`src/rtl/q1_f_exhaustive_tester.sv`:
```
// q1_f_exhaustive_tester
//   Sweeps all 16 input combinations of the 4-input Q1 function onto an
//   external combinational block. It samples that block's F output once
//   per vector and compares the sample against a golden truth table.
//
// Parameters
//   SETTLE_CYCLES  cycles each vector is driven before it is sampled (>= 1)
//   GOLDEN_MASK    bit i is the expected F for vector index i
//
// Ports
//   clk, rst                    clock, asynchronous active-high reset
//   start, abort                begin a sweep (IDLE only) / cancel a running sweep
//   a_out..d_out                stimulus, {a,b,c,d} = vector index
//   f_in                        DUT response
//   busy, done                  sweep in progress / one-cycle completion pulse
//   pass, err_count, fail_map   results of the current or last sweep
//   first_fail_vec/_valid       index of the first mismatching vector
module q1_f_exhaustive_tester #(
    parameter int unsigned SETTLE_CYCLES = 1,
    parameter logic [15:0] GOLDEN_MASK   = 16'hF830
) (
    input  logic        clk,
    input  logic        rst,
    input  logic        start,
    input  logic        abort,
    output logic        a_out,
    output logic        b_out,
    output logic        c_out,
    output logic        d_out,
    input  logic        f_in,
    output logic        busy,
    output logic        done,
    output logic        pass,
    output logic [4:0]  err_count,
    output logic [15:0] fail_map,
    output logic [3:0]  first_fail_vec,
    output logic        first_fail_valid
);

    localparam int unsigned CNT_W = (SETTLE_CYCLES > 1) ? $clog2(SETTLE_CYCLES) : 1;
    localparam logic [CNT_W-1:0] RELOAD = CNT_W'(SETTLE_CYCLES - 1);

    // Reject a zero settle time at elaboration.
    if (SETTLE_CYCLES == 0) begin : g_bad_settle
        $error("SETTLE_CYCLES must be at least 1");
    end

    typedef enum logic [1:0] {
        ST_IDLE,
        ST_DRIVE,
        ST_SAMPLE,
        ST_DONE
    } state_t;

    state_t           state_q, state_d;
    logic [3:0]       vec_q, vec_d;
    logic [CNT_W-1:0] cnt_q, cnt_d;
    logic             busy_q, busy_d;
    logic             done_q, done_d;
    logic             pass_q, pass_d;
    logic [4:0]       err_q, err_d;
    logic [15:0]      map_q, map_d;
    logic [3:0]       ffv_q, ffv_d;
    logic             ffval_q, ffval_d;
    logic             mismatch;

    assign mismatch = (f_in != GOLDEN_MASK[vec_q]);

    // State and result registers.
    always_ff @(posedge clk or posedge rst) begin
        if (rst) begin
            state_q <= ST_IDLE;
            vec_q   <= '0;
            cnt_q   <= '0;
            busy_q  <= 1'b0;
            done_q  <= 1'b0;
            pass_q  <= 1'b0;
            err_q   <= '0;
            map_q   <= '0;
            ffv_q   <= '0;
            ffval_q <= 1'b0;
        end else begin
            state_q <= state_d;
            vec_q   <= vec_d;
            cnt_q   <= cnt_d;
            busy_q  <= busy_d;
            done_q  <= done_d;
            pass_q  <= pass_d;
            err_q   <= err_d;
            map_q   <= map_d;
            ffv_q   <= ffv_d;
            ffval_q <= ffval_d;
        end
    end

    // Next-state and result update.
    always_comb begin
        state_d = state_q;
        vec_d   = vec_q;
        cnt_d   = cnt_q;
        busy_d  = busy_q;
        done_d  = 1'b0;
        pass_d  = pass_q;
        err_d   = err_q;
        map_d   = map_q;
        ffv_d   = ffv_q;
        ffval_d = ffval_q;

        if (state_q != ST_IDLE && abort) begin
            // Cancel: partial error results are kept, pass is cleared.
            state_d = ST_IDLE;
            busy_d  = 1'b0;
            vec_d   = '0;
            pass_d  = 1'b0;
        end else begin
            case (state_q)
                ST_IDLE: begin
                    if (start && !abort) begin
                        err_d   = '0;
                        map_d   = '0;
                        ffv_d   = '0;
                        ffval_d = 1'b0;
                        pass_d  = 1'b0;
                        vec_d   = '0;
                        cnt_d   = RELOAD;
                        busy_d  = 1'b1;
                        state_d = ST_DRIVE;
                    end
                end
                ST_DRIVE: begin
                    if (cnt_q == '0) begin
                        state_d = ST_SAMPLE;
                    end else begin
                        cnt_d = cnt_q - CNT_W'(1);
                    end
                end
                ST_SAMPLE: begin
                    if (mismatch) begin
                        err_d        = err_q + 5'd1;
                        map_d[vec_q] = 1'b1;
                        if (!ffval_q) begin
                            ffv_d   = vec_q;
                            ffval_d = 1'b1;
                        end
                    end
                    if (vec_q != 4'd15) begin
                        vec_d   = vec_q + 4'd1;
                        cnt_d   = RELOAD;
                        state_d = ST_DRIVE;
                    end else begin
                        busy_d  = 1'b0;
                        state_d = ST_DONE;
                    end
                end
                ST_DONE: begin
                    // err_q already includes the final vector's sample here.
                    done_d  = 1'b1;
                    pass_d  = (err_q == 5'd0);
                    vec_d   = '0;
                    busy_d  = 1'b0;
                    state_d = ST_IDLE;
                end
                default: begin
                    state_d = ST_IDLE;
                end
            endcase
        end
    end

    assign a_out            = vec_q[3];
    assign b_out            = vec_q[2];
    assign c_out            = vec_q[1];
    assign d_out            = vec_q[0];
    assign busy             = busy_q;
    assign done             = done_q;
    assign pass             = pass_q;
    assign err_count        = err_q;
    assign fail_map         = map_q;
    assign first_fail_vec   = ffv_q;
    assign first_fail_valid = ffval_q;

endmodule
```
`config.mk`:
```
export PLATFORM = sky130hd
export DESIGN_NAME = q1_f_exhaustive_tester
export DESIGN_NICKNAME = d
export VERILOG_FILES = /design/src/rtl/q1_f_exhaustive_tester.sv
export SDC_FILE = /design/constraint.sdc
export NUM_CORES = 1
export LEC_CHECK = 0
export ABC_AREA = 1
export CAP_MARGIN = 10
export CORE_ASPECT_RATIO = 2
export CORE_MARGIN = 10
export CORE_UTILIZATION = 35
export CTS_CLUSTER_SIZE = 25
export DETAILED_ROUTE_END_ITERATION = 7
export HOLD_SLACK_MARGIN = 0.03
export REMOVE_ABC_BUFFERS = 1
export SYNTH_ARGS = -nofsm -noshare
export SYNTH_HDL_FRONTEND = slang
export SYNTH_SLANG_ARGS = --single-unit
export TNS_END_PERCENT = 30
```
`constraint.sdc`:
```
create_clock -name clk -period 3.65 [get_ports clk]
set_input_delay 0.365 -clock clk [delete_from_list [all_inputs] [get_ports clk]]
set_output_delay 0.365 -clock clk [all_outputs]
set_load 0.02 [all_outputs]
```
# --- Word level (Yosys, flattened, before mapping) ---
# Memories as Yosys holds them, arrays and structs flattened.
# Cells that the tools add are included.
totals:
  rom_bits: 16
  out_inout_bits: 33
  register_bits: 36
  n_memories: 1
  input_bits: 5
  word_cells: 84
classes:
  add_sub_neg: 3
  n_mux: 35
  n_eq_ne: 13
  bitwise: 2
  reduce_logical: 18
  order_cmp: 2
memory_table:
  columns: ["name", "words", "width", "read_ports", "rd_ports_with_merged_regs", "write_ports", "line_no", "source"]
  rows:
  - ["(no name shown)", 16, 1, 1, 0, 0, "67", "assign mismatch = (f_in != GOLDEN_MASK[vec_q]);"]
op_table:
  columns: ["op", "count"]
  rows:
  - ["2-to-1 mux 16 bit", 2]
  - ["one-hot mux 16 bit (2 select lines)", 1]
  - ["2-to-1 mux 4 bit", 5]
  - ["OR 16 bit", 1]
  - ["2-to-1 mux 1 bit", 12]
  - ["inequality test 3 bit (second input constant)", 4]
  - ["one-hot mux 4 bit (3 select lines)", 1]
  - ["2-to-1 mux 5 bit", 2]
  - ["one-hot mux 5 bit (2 select lines)", 1]
  - ["2-to-1 mux 2 bit", 4]
  - ["inequality test 2 bit (second input constant)", 4]
  - ["one-hot mux 2 bit (4 select lines)", 1]
  - ["one-hot mux 4 bit (2 select lines)", 1]
  - ["AND reduction 4 bit", 2]
  - ["one-hot mux 1 bit (3 select lines)", 2]
  - ["AND reduction 3 bit", 2]
  - ["nonzero test 3 bit", 2]
  - ["adder 5 x 1 -> 5 bit (second input constant)", 1]
  - ["logical NOT 5 bit", 1]
  - ["< comparator 4 x 5 -> 1 bit (second input constant)", 1]
  - ["AND reduction 5 bit", 1]
  - ["adder 4 x 1 -> 4 bit (second input constant)", 1]
  - ["demux 1 bit (select 4 bit)", 1]
  - ["equality test 2 bit (second input constant)", 2]
  - ["13 further kinds", 18]

# --- Logic depth before layout (Yosys ltp) ---
# Gate-level depths: netlist of the first run.
logic_depth:
  depth_word: 7
  ltp_mapped: 12
  mapped_depth_nobuf: 11

# --- Least setup slack after synthesis of the first run ---
# No wires, ideal clock.
synth_timing:
  path_kind: "reg-to-reg"
  start: "register vec_q[1]"
  end: "register map_q[0] (netlist: fail_map[0])"
  t_arrival_ns: 1.619
  path_buffers: 1
  setup_slack_ns: 1.907
  required_ns: 3.527
  period_less_slack_ns: 1.743
  path_stages_with_launch: 12
  setup_time_ns: 0.123
  cell_sequence: "dfrtp_1 ha_1 inv_1 ha_1 inv_1 nand2_1 nand2_1 nand2_1 nand3_2 nand2_4 buf_6 o21ai_2"
synth_via:
  elab_chain_cells: 7
  word_cells_on_any_way: 13
  classes_between: "order compare (2); eq/ne (2); mux (5); bitwise (1); reduce/logical (2); memory (1)"
synth_rtl:
  columns: ["element", "line_no", "source"]
  rows:
  - ["start: declaration", "56", "logic [3:0] vec_q, vec_d;"]
  - ["start signal: assignment", "84", "vec_q <= vec_d;"]
  - ["< comparator 4 x 5 -> 1 bit (not written as such) or greater-or-equal comparator 4 x 1 -> 1 bit (tied branches)", "140", "map_d[vec_q] = 1'b1;"]
  - ["logical AND 1 bit (not written as such)", "140", null]
  - ["2-to-1 mux 1 bit (not written as such)", "140", null]
  - ["demux 1 bit (select 4 bit)", "140", null]
  - ["OR 16 bit (no source line)", null, null]
  - ["2-to-1 mux 16 bit", "138", "if (mismatch) begin"]
  - ["one-hot mux 16 bit (2 select lines)", "116", "case (state_q)"]
  - ["end signal: assignment", "90", "map_q <= map_d;"]
  - ["end: declaration", "62", "logic [15:0] map_q, map_d;"]
# Several ways; a longest one is shown, not always the timed one. The select of a mux whose other input is x is not followed.
# A chain may end at the register's enable or synchronous reset.

# --- Worst setup path in the final report of the first run ---
layout_timing:
  start: "register vec_q[0]"
  end: "register map_q[13] (netlist: fail_map[13])"
# The elaborated chain is that of the path after synthesis.

==> impl_metrics.csv, run 1 <==
group,metric,value,unit
run_status,status,"completed",
setup_path,critPathSlowestCell,"nand2_4",
cells_and_area,drive_gt1_frac,0.1542,
setup_path,cp-end-kind,"flip-flop",
timing,rsz0062_at_grt,"false",
power_and_ir_drop,p_leak,1.026,nW
setup_path,crit_path_end,"fail_map[13]",
setup_path,r2r_slack,1590,ps
setup_path,timing.rr.start,"vec_q[0]",
synth,yosys_warnings,0,
setup_path,cp-start-kind,"flip-flop",
floorplan,fp.dieH,123.6,um
setup_path,cpMostUsedCell,"nand2_1",
timing,final.setup.tns,0,ps
floorplan,rows,37,
clock_network,clockBufferDepth,2,
synth,ys_types,23,
setup_path,reg2regPathDepth,11,
placement,place_congestion,0.8890,
detailed_routing,firstDrtPassIters,4,
detailed_routing,vias_per_cell,4.920,
synth,syn_area_per_cell,8.770,um^2
setup_path,slowest_delay,470,ps
setup_path,arrival,2270,ps
setup_path,reg2reg_to,"fail_map[13]",
timing,fin_crit_sh,0.5650,
timing,worst_pin_slew,689.1,ps
clock_network,cts_hold_buf,0,
synth,netlist_top_cells_area,"dfrtp_1 47%, nand2_1 11%, o21ai_2 10%, o21ai_0 5.3%, ha_1 4.7%",
grt,grt_pass1_wl,7.507,mm
grt,first_global_vias,1553,
placement,numPortBuffers,37,
timing,setup_ws,1588,ps
cells_and_area,fillers,528,
floorplan,core_area,0.005185,mm^2
setup_path,critPathBufInv,2,
cells_and_area,final_nets,265,
floorplan,dieArea,0.008869,mm^2
floorplan,die_x,71.78,um
flow_run,maxCapViolations,0,
floorplan,start_util,0.3620,
setup_path,cp.required,3850,ps
clock_network,h-tree-depth,2,
cells_and_area,syn2layout_area_growth,25.87,%
detailed_routing,drt_first_iter_violations,35,
timing,fin_crit,2062,ps
clock_network,cts_sinks,35,
setup_path,critical_path.top_delay_family,"simple AND/OR/NAND/NOR gates",
min_path,hp-class,"flip-flop to flip-flop",
cells_and_area,layout_commonest_cell,"nand2_1",
clock_network,post_cts_buffers,0,
clock_network,numCtsBuffers,5,
detailed_routing,routedWlPerCell,14.19,um
power_and_ir_drop,vdd_drop_max,0.2877,mV
timing,finalSetupViolCount,0,
grt,grt_max_degree,45,
grt,grt.overflow.total,0,
detailed_routing,ant_nets,0,
synth,synthDominantCellAreaShare,0.4667,
synth,yosysSeqAreaShare,0.4667,
power_and_ir_drop,cellPowerDensity,336.2,mW/mm^2
timing,slew_violations,0,
grt,grt_antenna_before_repair,0,
clock_network,path_clk_slew,70,ps
clock_network,cts_tree,"yes",
setup_path,critPathMaxFanout,44,
timing,timing.final.hold_violations,0,
placement,dp_hpwl,3.330,mm
setup_path,crit_start,"vec_q[0]",
clock_network,root_buffer,"clkbuf_8",
setup_path,critical_path_class,"flip-flop to flip-flop",
placement,place_ws,1557,ps
cells_and_area,final_cell_mix,"53 x nand2_1, 37 x clkdlybuf4s50_1, 35 x dfrtp_1",
clock_network,post_cts_resized,0,
synth,synth_cells,214,
timing,clock_skew,5.391,ps
floorplan,io_pins,38,
setup_path,crit_chain,"ha_1 -> inv_1 -> ha_1 -> inv_1 -> nand2_1 -> nand2_1 -> nand2_1 -> nand3_2 -> nand2_4 -> nand2_1 -> o21ai_2",
detailed_routing,wirelength,4.413,mm
grt,grt_use_total,0.1051,
synth,yosysTopAreaCell,"dfrtp_1",
detailed_routing,drcViolationCount,0,
timing,maxSlewHeadroom,0.5401,
detailed_routing,vias,1530,
synth,postSynthRegisterBits,35,
cells_and_area,num_antenna_cells,0,
synth,synth_area,0.001877,mm^2
clock_network,insertion_delay,280,ps
timing,fmax,0.4849,GHz
setup_path,path_depth,11,
-- worst reg2reg max path, stage by stage, from the launching register on --
cell and delay [ps]:
dfrtp_1 440, ha_1 200, inv_1 130, ha_1 160
inv_1 40, nand2_1 70, nand2_1 60, nand2_1 60
nand3_2 130, nand2_4 470, nand2_1 150, o21ai_2 80
-- through the flow --
step | power [W] | utilization | instance area, um^2 | hold slack, ps | std cells
final | 0.0007943 | 0.4556 | 2362 | 468.0 | 311
after global routing | 0.0008326 | 0.4556 | 2362 | 501.7 | 311
after CTS | 0.0008065 | 0.4556 | 2362 | 476.1 | 311
after detailed placement | 0.0005220 | 0.4387 | 2275 | 458.3 | 304
after global placement | 0.0005211 | 0.4387 | 2275 | 455.8 | 304
after floorplan | 0.0004800 | - | 1824 | 443.1 | 208
-- per-layer routing --
| layer | global-route usage | up-vias | share of wire |
|---|---|---|---|
| met5 | 0 | - | 0 |
| met4 | 0.04745 | 0 | 0.022 |
| met3 | 0.03609 | 9 | 0.057 |
| met2 | 0.1896 | 29 | 0.55 |
| met1 | 0.1046 | 723 | 0.37 |
| li1 | - | 769 | - |
-- synthesized netlist by cell type --
cell / instances
nand2_1: 53
dfrtp_1: 35
nor2_1: 23
o21ai_2: 22
o21ai_0: 20
inv_1: 15
nand3_1: 11
ha_1: 7
nand4_1: 5
buf_6: 4
inv_2: 3
xor2_1: 3
a21oi_1: 2
clkbuf_1: 2
inv_4: 1
nand2_4: 1
nand3_2: 1
nand3b_1: 1
nor2_2: 1
nor2_8: 1
o21ai_4: 1
o22ai_1: 1
xnor2_1: 1
-- sequential cells by signal, indices dropped and copies added (netlist names) --
name and count:
first_fail_valid 1, busy 1, fail_map 16, done 1, first_fail_vec 4, vec_q 4, state_q 2, err_count 5
pass 1
-- power breakdown --
| group | switching, W | total, W | internal [W] |
|---|---|---|---|
| Combinational | 0.0000708 | 0.000105 | 0.0000340 |
| Sequential | 0.00000971 | 0.000407 | 0.000397 |
| Clock | 0.000134 | 0.000282 | 0.000148 |
-- how the worst min path moves through the flow --
| stage | cells after the start | startpoint | end | slack, ps |
|---|---|---|---|---|
| after CTS | 2 | first_fail_vec[2] | first_fail_vec[2] | 480 |
| after detailed placement | 2 | first_fail_vec[2] | first_fail_vec[2] | 460 |
| after floorplan | 1 | abort | done | 440 |
| final | 2 | first_fail_vec[2] | first_fail_vec[2] | 470 |
| after global placement | 2 | first_fail_vec[2] | first_fail_vec[2] | 460 |
| after global routing | 2 | first_fail_vec[2] | first_fail_vec[2] | 500 |
-- logic make-up (layout without fill, tap and decap cells) --
family                     after synthesis  in the layout  synth area share
AOI/OAI and AO/OA                       46             46            0.1733
xor gates and xnor gates                 4              4           0.01867
adders and majority gates                7              7           0.04666
buffers and inverters                   25             64           0.06733
DFF                                     35             35            0.4667
and+or+nand+nor                         97             97            0.2273
-- layout make-up --
class	count	area [um^2]	share of cell area
clock inverter	1	5.005	0.002119
inverter	19	73.82	0.03125
multi-input combinational	154	874.6	0.3702
clock buffer	6	82.58	0.03496
timing repair buffer	38	377.9	0.1600
tap	58	72.57	0.03072
sequential	35	875.8	0.3708
No activity file was read; power rests on OpenSTA's default activity.
==> run 2, diff against run 1 <==
==> constraint.sdc (replaced) <==
create_clock -name clk -period 1.8 [get_ports clk]
set_input_delay 0.18 -clock clk [delete_from_list [all_inputs] [get_ports clk]]
set_output_delay 0.18 -clock clk [all_outputs]
set_load 0.02 [all_outputs]
==> run 2 against run 1 <==
  * Clock power is 98% higher
  * Sequential share of layout area is 2.3 points lower
  * Global-route usage is 0.38 points higher
  * Hold slack worse by 160 ps
  * Routed wire length is 7.9% higher
  * First-iteration DRC count is 150% higher
  * Power is 110% higher
  * Setup slack worse by 1500 ps
  * Critical path type is now flip-flop to primary output
  * Highest routed layer unchanged
==> impl_metrics.csv, run 2 (synthesized netlist as in run 1, its figures left out) <==
group,metric,value,unit
run_status,status,"completed",
clock_network,root_buffer,"clkbuf_8",
floorplan,core_area,0.005185,mm^2
clock_network,cts_tree,"yes",
power_and_ir_drop,p_leak,1.107,nW
cells_and_area,num_antenna_cells,0,
floorplan,die_x,71.78,um
detailed_routing,wirelength,4.760,mm
placement,dp_hpwl,3.456,mm
placement,numPortBuffers,37,
cells_and_area,layout_commonest_cell,"nand2_1",
grt,grt.overflow.total,0,
grt,grt_use_total,0.1089,
setup_path,arrival,1500,ps
timing,rsz0062_at_grt,"false",
timing,hold_ws,304.4,ps
clock_network,numCtsBuffers,5,
cells_and_area,largest_reg_flops,16,
detailed_routing,vias_per_cell,4.834,
grt,grt_max_degree,36,
grt,grt_pass1_wl,7.755,mm
timing,fmax,0.5949,GHz
floorplan,rows,37,
power_and_ir_drop,vdd_drop_max,0.4357,mV
detailed_routing,ant_nets,0,
detailed_routing,drt_first_iter_violations,86,
detailed_routing,routedWlPerCell,14.65,um
timing,fin_crit,1681,ps
grt,grt_antenna_before_repair,0,
timing,timing.final.hold_violations,0,
floorplan,fp.dieH,123.6,um
clock_network,cts_sinks,35,
cells_and_area,fillers,533,
flow_run,maxCapViolations,0,
cells_and_area,final_cell_mix,"53 x nand2_1, 37 x clkdlybuf4s50_1, 35 x dfrtp_1",
timing,slew_violations,0,
timing,clock_skew,5.912,ps
clock_network,insertion_delay,290,ps
clock_network,clockBufferDepth,2,
timing,maxSlewHeadroom,0.6842,
floorplan,start_util,0.3620,
timing,finalSetupViolCount,0,
floorplan,io_pins,38,
timing,fin_crit_sh,0.9338,
placement,place_congestion,0.8079,
clock_network,path_clk_slew,70,ps
setup_path,cp-end-kind,"primary output",
cells_and_area,syn2layout_area_growth,34.07,%
placement,placed_area,0.002360,mm^2
floorplan,dieArea,0.008869,mm^2
clock_network,cts_hold_buf,0,
detailed_routing,drcViolationCount,0,
clock_network,h-tree-depth,2,
setup_path,cp.required,1620,ps
cells_and_area,final_nets,278,
cells_and_area,post-route-util,0.4853,
setup_path,critPathMaxFanout,4,
detailed_routing,vias,1571,
cells_and_area,fin_area,0.002516,mm^2
timing,setup_ws,119.2,ps
placement,place_ws,57.27,ps
setup_path,cp-start-kind,"flip-flop",
timing,final.setup.tns,0,ps
timing,worst_pin_slew,473.6,ps
cells_and_area,drive_gt1_frac,0.1910,
detailed_routing,firstDrtPassIters,5,
min_path,hp-class,"input pin to async pin",
power_and_ir_drop,cellPowerDensity,655.9,mW/mm^2
grt,first_global_vias,1600,
setup_path,critical_path_class,"flip-flop to primary output",
run 2: final cells by class:
class	instances	area, um^2	share of cell area
inverters	19	73.82	0.02934
flip-flops and latches	35	875.8	0.3481
repair buffers	51	521.8	0.2074
multi-input cells	154	890.9	0.3541
clock inverters	1	5.005	0.001989
well taps	58	72.57	0.02884
clock buffers	7	76.32	0.03033
run 2: routing by layer:
layer	up-vias	wire length [um]	share of wire	track usage
li1	801	-	-	-
met1	732	1859	0.39	0.1086
met2	30	2532	0.53	0.1929
met3	8	253	0.053	0.03849
met4	0	114	0.024	0.05474
met5	-	0	0	0
run 2: metrics by stage:
step | cells | power (W)
2_1_floorplan | 208 | 0.0009734
3_3_place_gp | 312 | 0.001082
3_5_place_dp | 312 | 0.001082
4_1_cts | 320 | 0.001640
5_1_grt | 325 | 0.001738
6_report | 325 | 0.001650
run 2: timing repair:
action                                  in CTS  in global routing
endpoints found under the setup margin       0                 20
gates resized for setup                      0                  2
setup buffers                                0                  3
run 2: final timing paths:
check	cells past startpoint	end	slack [ps]	startpoint
max reg2reg	12	err_count[3]	140	vec_q[0]
min in group clk	2	first_fail_vec[2]	470	first_fail_vec[2]
max	3	d_out	120	vec_q[0]
max in group asynchronous	3	fail_map[6]	1160	rst
min	3	done	300	rst
min reg2reg	2	first_fail_vec[2]	470	first_fail_vec[2]
run 2: worst max-delay path, stage by stage, from the launching register on:
cell and delay (ps):
dfrtp_1 400, buf_4 140, buf_4 140, clkdlybuf4s50_1 530
run 2: report_power, final:
| part | total, W | switching [W] | internal [W] |
|---|---|---|---|
| Combinational | 0.000269 | 0.000161 | 0.000109 |
| Sequential | 0.000824 | 0.0000186 | 0.000806 |
| Clock | 0.000557 | 0.000285 | 0.000272 |
==> run 3, diff against run 2 <==
--- a/config.mk
+++ b/config.mk
@@ -9,10 +9,11 @@
 export CAP_MARGIN = 10
 export CORE_ASPECT_RATIO = 2
 export CORE_MARGIN = 10
-export CORE_UTILIZATION = 35
+export CORE_UTILIZATION = 40
 export CTS_CLUSTER_SIZE = 25
 export DETAILED_ROUTE_END_ITERATION = 7
 export HOLD_SLACK_MARGIN = 0.03
+export PLACE_DENSITY = 0.67
 export REMOVE_ABC_BUFFERS = 1
 export SYNTH_ARGS = -nofsm -noshare
 export SYNTH_HDL_FRONTEND = slang
==> run 3 against run 2 <==
  * Via count up 0.13%
  * Die area down 9.8%
  * Sequential power about the same
  * Largest cell class is now registers
==> impl_metrics.csv, run 3 (synthesized netlist as in run 1, its figures left out) <==
group,metric,value,unit
run_status,status,"completed",
cells_and_area,final_cell_mix,"53 x nand2_1, 37 x clkdlybuf4s50_1, 35 x dfrtp_1",
timing,fin_crit_sh,0.9338,
cells_and_area,finalNonFillerCells,321,
clock_network,root_buffer,"clkbuf_8",
clock_network,cts_sinks,35,
clock_network,cts_tree,"yes",
timing,finalSetupViolCount,0,
clock_network,cts_hold_buf,0,
detailed_routing,ant_nets,0,
timing,clock_skew,2.006,ps
cells_and_area,fillers,446,
cells_and_area,fin_area,0.002486,mm^2
cells_and_area,drive_gt1_frac,0.1917,
setup_path,critPathMaxFanout,18,
timing,timing.final.hold_violations,0,
setup_path,arrival,1900,ps
power_and_ir_drop,cellPowerDensity,684.5,mW/mm^2
placement,place_congestion,0.8060,
clock_network,post_cts_resized,0,
placement,dp_hpwl,3.398,mm
clock_network,h-tree-depth,2,
cells_and_area,final_nets,277,
timing,maxSlewHeadroom,0.6884,
cells_and_area,syn2layout_area_growth,32.47,%
floorplan,io_pins,38,
setup_path,cp.required,2020,ps
floorplan,dieArea,0.007998,mm^2
setup_path,cpMostUsedCell,"nand2_1",
timing,setup_ws,119.2,ps
clock_network,clockBufferDepth,2,
grt,first_global_vias,1659,
placement,numPortBuffers,37,
setup_path,crit_chain,"ha_1 -> inv_1 -> ha_1 -> inv_1 -> nand2_1 -> nand2_1 -> nand2_1 -> nand3_2 -> nand2_4 -> buf_12 -> nand2_1 -> o21ai_2",
timing,rsz0062_at_grt,"false",
timing,fmax,0.5950,GHz
grt,grt.overflow.total,0,
floorplan,die_x,68.44,um
setup_path,cp-end-kind,"flip-flop",
detailed_routing,wirelength,4.543,mm
cells_and_area,layout_commonest_cell,"nand2_1",
min_path,hp-class,"input pin to async pin",
setup_path,critical_path_class,"flip-flop to flip-flop",
placement,placed_area,0.002371,mm^2
grt,grt_antenna_before_repair,0,
clock_network,path_clk_slew,70,ps
floorplan,core_area,0.004598,mm^2
clock_network,numCtsBuffers,5,
detailed_routing,routedWlPerCell,14.15,um
floorplan,fp.dieH,116.9,um
clock_network,insertion_delay,280,ps
timing,slew_violations,0,
detailed_routing,vias_per_cell,4.900,
placement,place_ws,51.80,ps
power_and_ir_drop,p_leak,1.098,nW
power_and_ir_drop,p_total,0.001702,W
power_and_ir_drop,vdd_drop_max,0.5235,mV
floorplan,start_util,0.4082,
timing,fin_crit,1681,ps
cells_and_area,largest_reg_flops,16,
detailed_routing,firstDrtPassIters,4,
setup_path,cp-start-kind,"flip-flop",
detailed_routing,vias,1573,
floorplan,rows,35,
detailed_routing,drcViolationCount,0,
cells_and_area,num_antenna_cells,0,
setup_path,slowest_delay,390,ps
flow_run,maxCapViolations,0,
clock_network,post_cts_buffers,0,
grt,grt_pass1_wl,7.548,mm
setup_path,critPathSlowestCell,"dfrtp_1",
placement,dp_cells,311,
timing,worst_pin_slew,467.5,ps
grt,grt_max_degree,36,
detailed_routing,drt_first_iter_violations,37,
grt,grt_use_total,0.1218,
-- run 3: cell types whose count changed in the layout (fill, tap and decap cells not counted), sizes merged --
cell and change:
clkinv -1
-- run 3: power breakdown --
| part | internal, W | leakage, nW | switching, W |
|---|---|---|---|
| sequential | 0.000806 | 0.485 | 0.0000184 |
| combinational | 0.0000953 | 0.561 | 0.000153 |
| clock | 0.000349 | 0.0515 | 0.000280 |
| total | 0.00125 | 1.10 | 0.000451 |
-- run 3: area by class of cell --
cell class | instances | area [um^2] | area share
well taps | 55 | 68.82 | 0.02768
multi-input cells | 154 | 874.6 | 0.3518
repair buffers | 50 | 493.0 | 0.1983
inverters | 19 | 73.82 | 0.02969
clock buffers | 8 | 100.1 | 0.04026
flip-flops and latches | 35 | 875.8 | 0.3523
-- run 3: worst paths after layout --
path	to	slack, ps	cells after the start	start
setup / recovery	err_count[2]	120	12	vec_q[1]
hold / removal	err_count[3]	300	3	rst
setup reg to reg	err_count[2]	120	12	vec_q[1]
hold reg to reg	first_fail_vec[0]	470	2	first_fail_vec[0]
max in group asynchronous	fail_map[2]	1170	3	rst
min in group clk	first_fail_vec[0]	470	2	first_fail_vec[0]
-- run 3: layer usage --
metal	wire (um)	vias up	track usage
met5	0	-	0
met4	98	0	0.05533
met3	186	8	0.02574
met2	2513	33	0.2294
met1	1744	737	0.1177
li1	-	795	-
-- run 3: worst max-delay path, delay by kind of cell, from the launching register on --
| family | cells | cell delay [ps] |
|---|---|---|
| AOI/OAI and AO/OA | 1 | 60 |
| DFF | 1 | 390 |
| and+or+nand+nor | 6 | 490 |
| buffers and inverters | 3 | 300 |
| adders and majority gates | 2 | 360 |
-- run 3: through the flow --
stage	util	hold slack, ps	TNS, ps
2_1_floorplan	-	258.1	-2661
3_3_place_gp	0.5156	453.1	0
3_5_place_dp	0.5156	458.4	0
4_1_cts	0.5374	318.0	0
5_1_grt	0.5407	352.9	0
6_report	0.5407	297.1	0
==> edit 1, RTL diff (config.mk and constraints of run 1) <==
Remove the register `done_q`: a continuous assignment takes its place, so the output `done` follows one clock earlier.
--- a/src/rtl/q1_f_exhaustive_tester.sv
+++ b/src/rtl/q1_f_exhaustive_tester.sv
@@ -75,3 +75,2 @@
             busy_q  <= 1'b0;
-            done_q  <= 1'b0;
             pass_q  <= 1'b0;
@@ -86,3 +85,2 @@
             busy_q  <= busy_d;
-            done_q  <= done_d;
             pass_q  <= pass_d;
@@ -94,2 +92,4 @@
     end
+
+    assign done_q = done_d;
 
Check against the original RTL: no difference found for any inputs over 10 cycles, from zero or initial values and one cycle with rst high; that may be too few to reach the edited logic, so the function may still have changed.
==> edit 1 against run 1 <==
  * Design area rose by 4.2%
  * Sequential cell count decreased by 1
  * Wire length grew 4.4%
  * Setup slack got worse by 0.25 ns
  * Register-to-register slack barely moved
  * Area after synthesis up 3.9%
Power is not compared: it rests on default switching activity, and its combinational part moved more than twofold at a synthesized area within 25%.
==> edit 1: results (changes against run 1) <==
* Highest Signal Layer: met4 (unchanged)
* # diodes at 0 (unchanged)
* WP data arrival at 1.95 ns (was 2.27 ns)
* Share of cells above drive strength 1 at 14.55% (was 15.42%)
* Setup repair bufs after CTS at 0 (unchanged)
* Clock Skew at 0.004176 ns (was 0.005391 ns)
* Commonest cells in the synthesized netlist: nand2_1 (50), dfrtp_1 (34), nor2_1 (25) (was nand2_1 (53), dfrtp_1 (35), nor2_1 (23))
* Hpwl dp at 3376 µm (was 3330 µm)
* Outcome: completed (unchanged)
* CTS Buf Count at 5 (unchanged)
* Seq/Total Area, Yosys at 43.65% (was 46.67%)
* GR Util met2 at 18.97% (was 18.96%)
* Flop+latch power at 0.000488 W
* Headroom to the max-slew limit at 62.39% (was 54.01%)
* Ys Warns at 0 (unchanged)
* Synth Area in Compound Gates at 17.65% (was 17.33%)
* CP delay by family, top: buffers and inverters (was simple AND/OR/NAND/NOR gates)
* Clock-pin slew on the worst setup and hold paths at 0.07 ns (about the same)
* Met3 WL at 287 µm (was 250 µm)
* Adder-cell share of the synthesized area at 7.060% (was 4.667%)
* Area of placed instances at 2350 µm² (was 2275 µm²)
* Crit-path slowest cell: clkdlybuf4s50_1 (was nand2_4)
* Leakage at 1.096 nW
* Number of global-route vias before repair at 1710 (was 1553)
* Initial DRT Pass Iterations at 6 (was 4)
* Met2 Wirelength at 2529 µm (was 2420 µm)
* Nets@finish at 284 (was 265)
* Worst Hold Class: in2async (was reg2reg)
* First-pass GRT wire length at 8052 µm (was 7507 µm)
* RePlAce Congestion at 0.8331 (was 0.8890)
* WL met1 at 1698 µm (was 1644 µm)
* Final WL at 4609 µm (was 4413 µm)
* GR Util met1 at 11.28% (was 10.46%)
* Crit-path max cell delay at 0.63 ns (was 0.47 ns)
* Setup WS pre-CTS at 1.508 ns (was 1.557 ns)
* XOR/XNOR Fraction of Synth Area at 1.797% (was 1.867%)
* DR iter-0 viols at 66 (was 35)
* Post-synth cell types at 25 (was 23)
* Crit-path max FO at 5 (was 44)
* Vias per cell at 4.878 (was 4.920)
* M3 GR Usage at 3.959% (was 3.609%)
* Synth top area cells: dfrtp_1 (44%), nand2_1 (9.6%), o21ai_2 (9.0%), ha_1 (7.1%), o21ai_0 (5.6%) (was dfrtp_1 (47%), nand2_1 (11%), o21ai_2 (10%), o21ai_0 (5.3%), ha_1 (4.7%))
* Total track usage at 10.92% (was 10.51%)
## edit 1: cell types whose count changed after synthesis, sizes merged
cell	run 1	this run
ha	7	11
inv	19	23
a21oi	2	5
o21ai	43	46
nand2	54	52
nor2	25	27
a31oi	0	1
buf	4	5
dfrtp	35	34
nand3	12	13
nand3b	1	0
nor3	0	1
o22ai	1	0
## edit 1: cell families (layout without fill, tap and decap cells)
logic type | Yosys count | in the layout
simple gates | 98 | 98
fa+ha+maj | 11 | 11
flops | 34 | 34
compound gates | 52 | 52
buf+inv | 30 | 69
xor+xnor | 4 | 4
## edit 1: stage by stage
stage | instances | hold slack (ns)
floorplan | 222 | 0.5009
global placement | 321 | 0.4577
detailed placement | 321 | 0.4622
CTS | 328 | 0.4805
global route | 328 | 0.5083
finish | 328 | 0.4761
## edit 1: path summary, 6_finish.rpt
check | start | to | slack [ns] | cells after the start
setup / recovery | state_q[0]$_DFFE_PP0P_ | done | 1.33 | 5
hold / removal | rst | fail_map[2]$_DFFE_PP0P_ | 0.48 | 3
setup reg to reg | vec_q[1]$_DFFE_PP0P_ | fail_map[0]$_DFFE_PP0P_ | 1.59 | 11
hold reg to reg | first_fail_vec[2]$_DFFE_PP0P_ | first_fail_vec[2]$_DFFE_PP0P_ | 0.48 | 2
max in group asynchronous | rst | pass$_DFFE_PP0P_ | 2.84 | 3
min in group clk | first_fail_vec[2]$_DFFE_PP0P_ | first_fail_vec[2]$_DFFE_PP0P_ | 0.48 | 2
## edit 1: final cells by class
type	instances	area, µm²
sequential	34	850.8
timing repair buffer	39	385.4
clock buffer	6	82.58
clock inverter	1	30.03
fill	558	2958
inverter	23	86.33
multi-input combinational	165	952.2
tap	60	75.07
==> edit 2, RTL diff (config.mk and constraints of run 1) <==
Without the edit above. Register the output `c_out`, cleared by the reset; this adds one clock of latency there. The other outputs are not delayed to match.
--- a/src/rtl/q1_f_exhaustive_tester.sv
+++ b/src/rtl/q1_f_exhaustive_tester.sv
@@ -171,3 +171,9 @@
     assign b_out            = vec_q[2];
-    assign c_out            = vec_q[1];
+    always_ff @(posedge clk or posedge rst) begin
+        if (rst) begin
+            c_out <= '0;
+        end else begin
+            c_out <= vec_q[1];
+        end
+    end
     assign d_out            = vec_q[0];
Check against the original RTL: not equivalent (Yosys sat finds a counterexample within 10 cycles, from zero or initial values and one cycle with rst high).
==> edit 2 against run 1 <==
  * Setup slack got worse by 0.26 ns
  * Area after synthesis grew 7.7%
  * Final cell count grew 6.1%
  * Sequential cell count is 1 higher
  * Wire length up 6.2%
  * First-iteration DRC count grew 94%
  * Design area up 8.7%
Power is not compared: it rests on default switching activity, and its combinational part moved more than twofold at a synthesized area within 25%.
==> edit 2: results (changes against run 1) <==
* Slew @ Worst Pin at 0.7182 ns (was 0.6891 ns)
* Area of placed instances at 2420 µm² (was 2275 µm²)
* Post-layout instance count excluding filler cells at 330 (was 311)
* Final WL at 4688 µm (was 4413 µm)
* Seq/Total Area, Yosys at 44.55% (was 46.67%)
* Depth of the CTS H-tree at 2 (unchanged)
* Share of cells above drive strength 1 at 15.99% (was 15.42%)
* Crit-path max cell delay at 0.64 ns (was 0.47 ns)
* Commonest cells in the synthesized netlist: nand2_1 (48), dfrtp_1 (36), nor2_1 (27) (was nand2_1 (53), dfrtp_1 (35), nor2_1 (23))
* Clock tree root buffer cell: clkbuf_16 (was clkbuf_8)
* WP data arrival at 2.49 ns (was 2.27 ns)
* Leakage at 1.138 nW
* First-pass GRT wire length at 7983 µm (was 7507 µm)
* Vias per cell at 4.915 (was 4.920)
* Crit-path slowest cell: ha_1 (was nand2_4)
* Adder-cell share of the synthesized area at 6.807% (was 4.667%)
* # placed instances at 322 (was 304)
* Syn_area_per_cell at 8.829 µm² (was 8.770 µm²)
* Post-synth cell types at 27 (was 23)
* RR Endpoint: fail_map[6]$_DFFE_PP0P_ (was fail_map[13]$_DFFE_PP0P_)
* Synth top area cells: dfrtp_1 (45%), o21ai_2 (9.5%), nand2_1 (8.9%), ha_1 (6.8%), nor2_1 (5.0%) (was dfrtp_1 (47%), nand2_1 (11%), o21ai_2 (10%), o21ai_0 (5.3%), ha_1 (4.7%))
* Origin of the critical flop-to-flop path: state_q[0]$_DFFE_PP0P_ (was vec_q[0]$_DFFE_PP0P_)
* Outcome: completed (unchanged)
* DR iter-0 viols at 68 (was 35)
* Total track usage at 10.87% (was 10.51%)
* Hpwl dp at 3508 µm (was 3330 µm)
* RePlAce Congestion at 0.8042 (was 0.8890)
* Number of global-route vias before repair at 1643 (was 1553)
* Synth Area in Compound Gates at 17.57% (was 17.33%)
* Clock-pin slew on the worst setup and hold paths at 0.05 ns (was 0.07 ns)
* Hold_ws at 0.4658 ns (was 0.4680 ns)
[edit 2: cell types whose count changed in the layout (fill, tap and decap cells not counted), sizes merged, moves of 2 or more]
cell	delta
a21oi	+5
a31oi	+2
ha	+4
inv	+2
nand2	-2
nor2	+3
[edit 2: worst min path at each step]
stage,start,endpoint,cells after the start
final,vec_q[1]$_DFFE_PP0P_,c_out$_DFF_PP0_,0
after global routing,vec_q[1]$_DFFE_PP0P_,c_out$_DFF_PP0_,0
after CTS,vec_q[1]$_DFFE_PP0P_,c_out$_DFF_PP0_,0
after detailed placement,vec_q[1]$_DFFE_PP0P_,c_out$_DFF_PP0_,0
after global placement,vec_q[1]$_DFFE_PP0P_,c_out$_DFF_PP0_,0
after floorplan,vec_q[1]$_DFFE_PP0P_,c_out$_DFF_PP0_,0
[edit 2: area by class of cell]
class / count / area (µm²)
timing repair buffer: 39 / 385.4
clock buffer: 6 / 138.9
fill: 573 / 3092
inverter: 21 / 78.83
multi-input combinational: 165 / 978.4
clock inverter: 2 / 10.01
sequential: 36 / 900.9
tap: 61 / 76.32
[edit 2: logic make-up (layout without fill, tap and decap cells)]
logic type / count (synthesis) / after routing
DFF: 36 / 36
buffers and inverters: 28 / 68
xor gates and xnor gates: 4 / 4
and+or+nand+nor: 99 / 99
AOI/OAI and AO/OA: 51 / 51
adders and majority gates: 11 / 11
[edit 2: worst max-delay path: cells and delay by family, from the launching register on]
family          cells  cell delay, ns
compound gates      3            0.58
fa+ha+maj           1            0.64
buf+inv             1            0.14
flops               1            0.42
simple gates        2            0.39
[edit 2: power groups by stage]
stage          sequential (W)  clock, W  combinational [W]
2_1_floorplan        0.000538         0           0.000420
3_3_place_gp         0.000503         0           0.000646
3_5_place_dp         0.000504         0           0.000656
4_1_cts              0.000498  0.000444           0.000658
5_1_grt              0.000505  0.000459           0.000722
6_report             0.000497  0.000431           0.000646
[edit 2: layer usage]
metal | vias to the layer above | global-route usage [%] | share of wire (%) | wire [µm]
li1 | 825 | - | - | -
met1 | 748 | 10.92 | 37 | 1715
met2 | 39 | 18.35 | 53 | 2494
met3 | 10 | 3.488 | 7.0 | 326
met4 | 0 | 6.946 | 3.2 | 152
met5 | - | 0 | 0 | 0
[edit 2: per-stage QoR]
stage / worst slack, ns / total power, W
final: 1.329 / 0.001574
after global routing: 1.129 / 0.001686
after CTS: 1.310 / 0.001600
after detailed placement: 1.328 / 0.001160
after global placement: 1.403 / 0.001149
after floorplan: 1.576 / 0.0009575
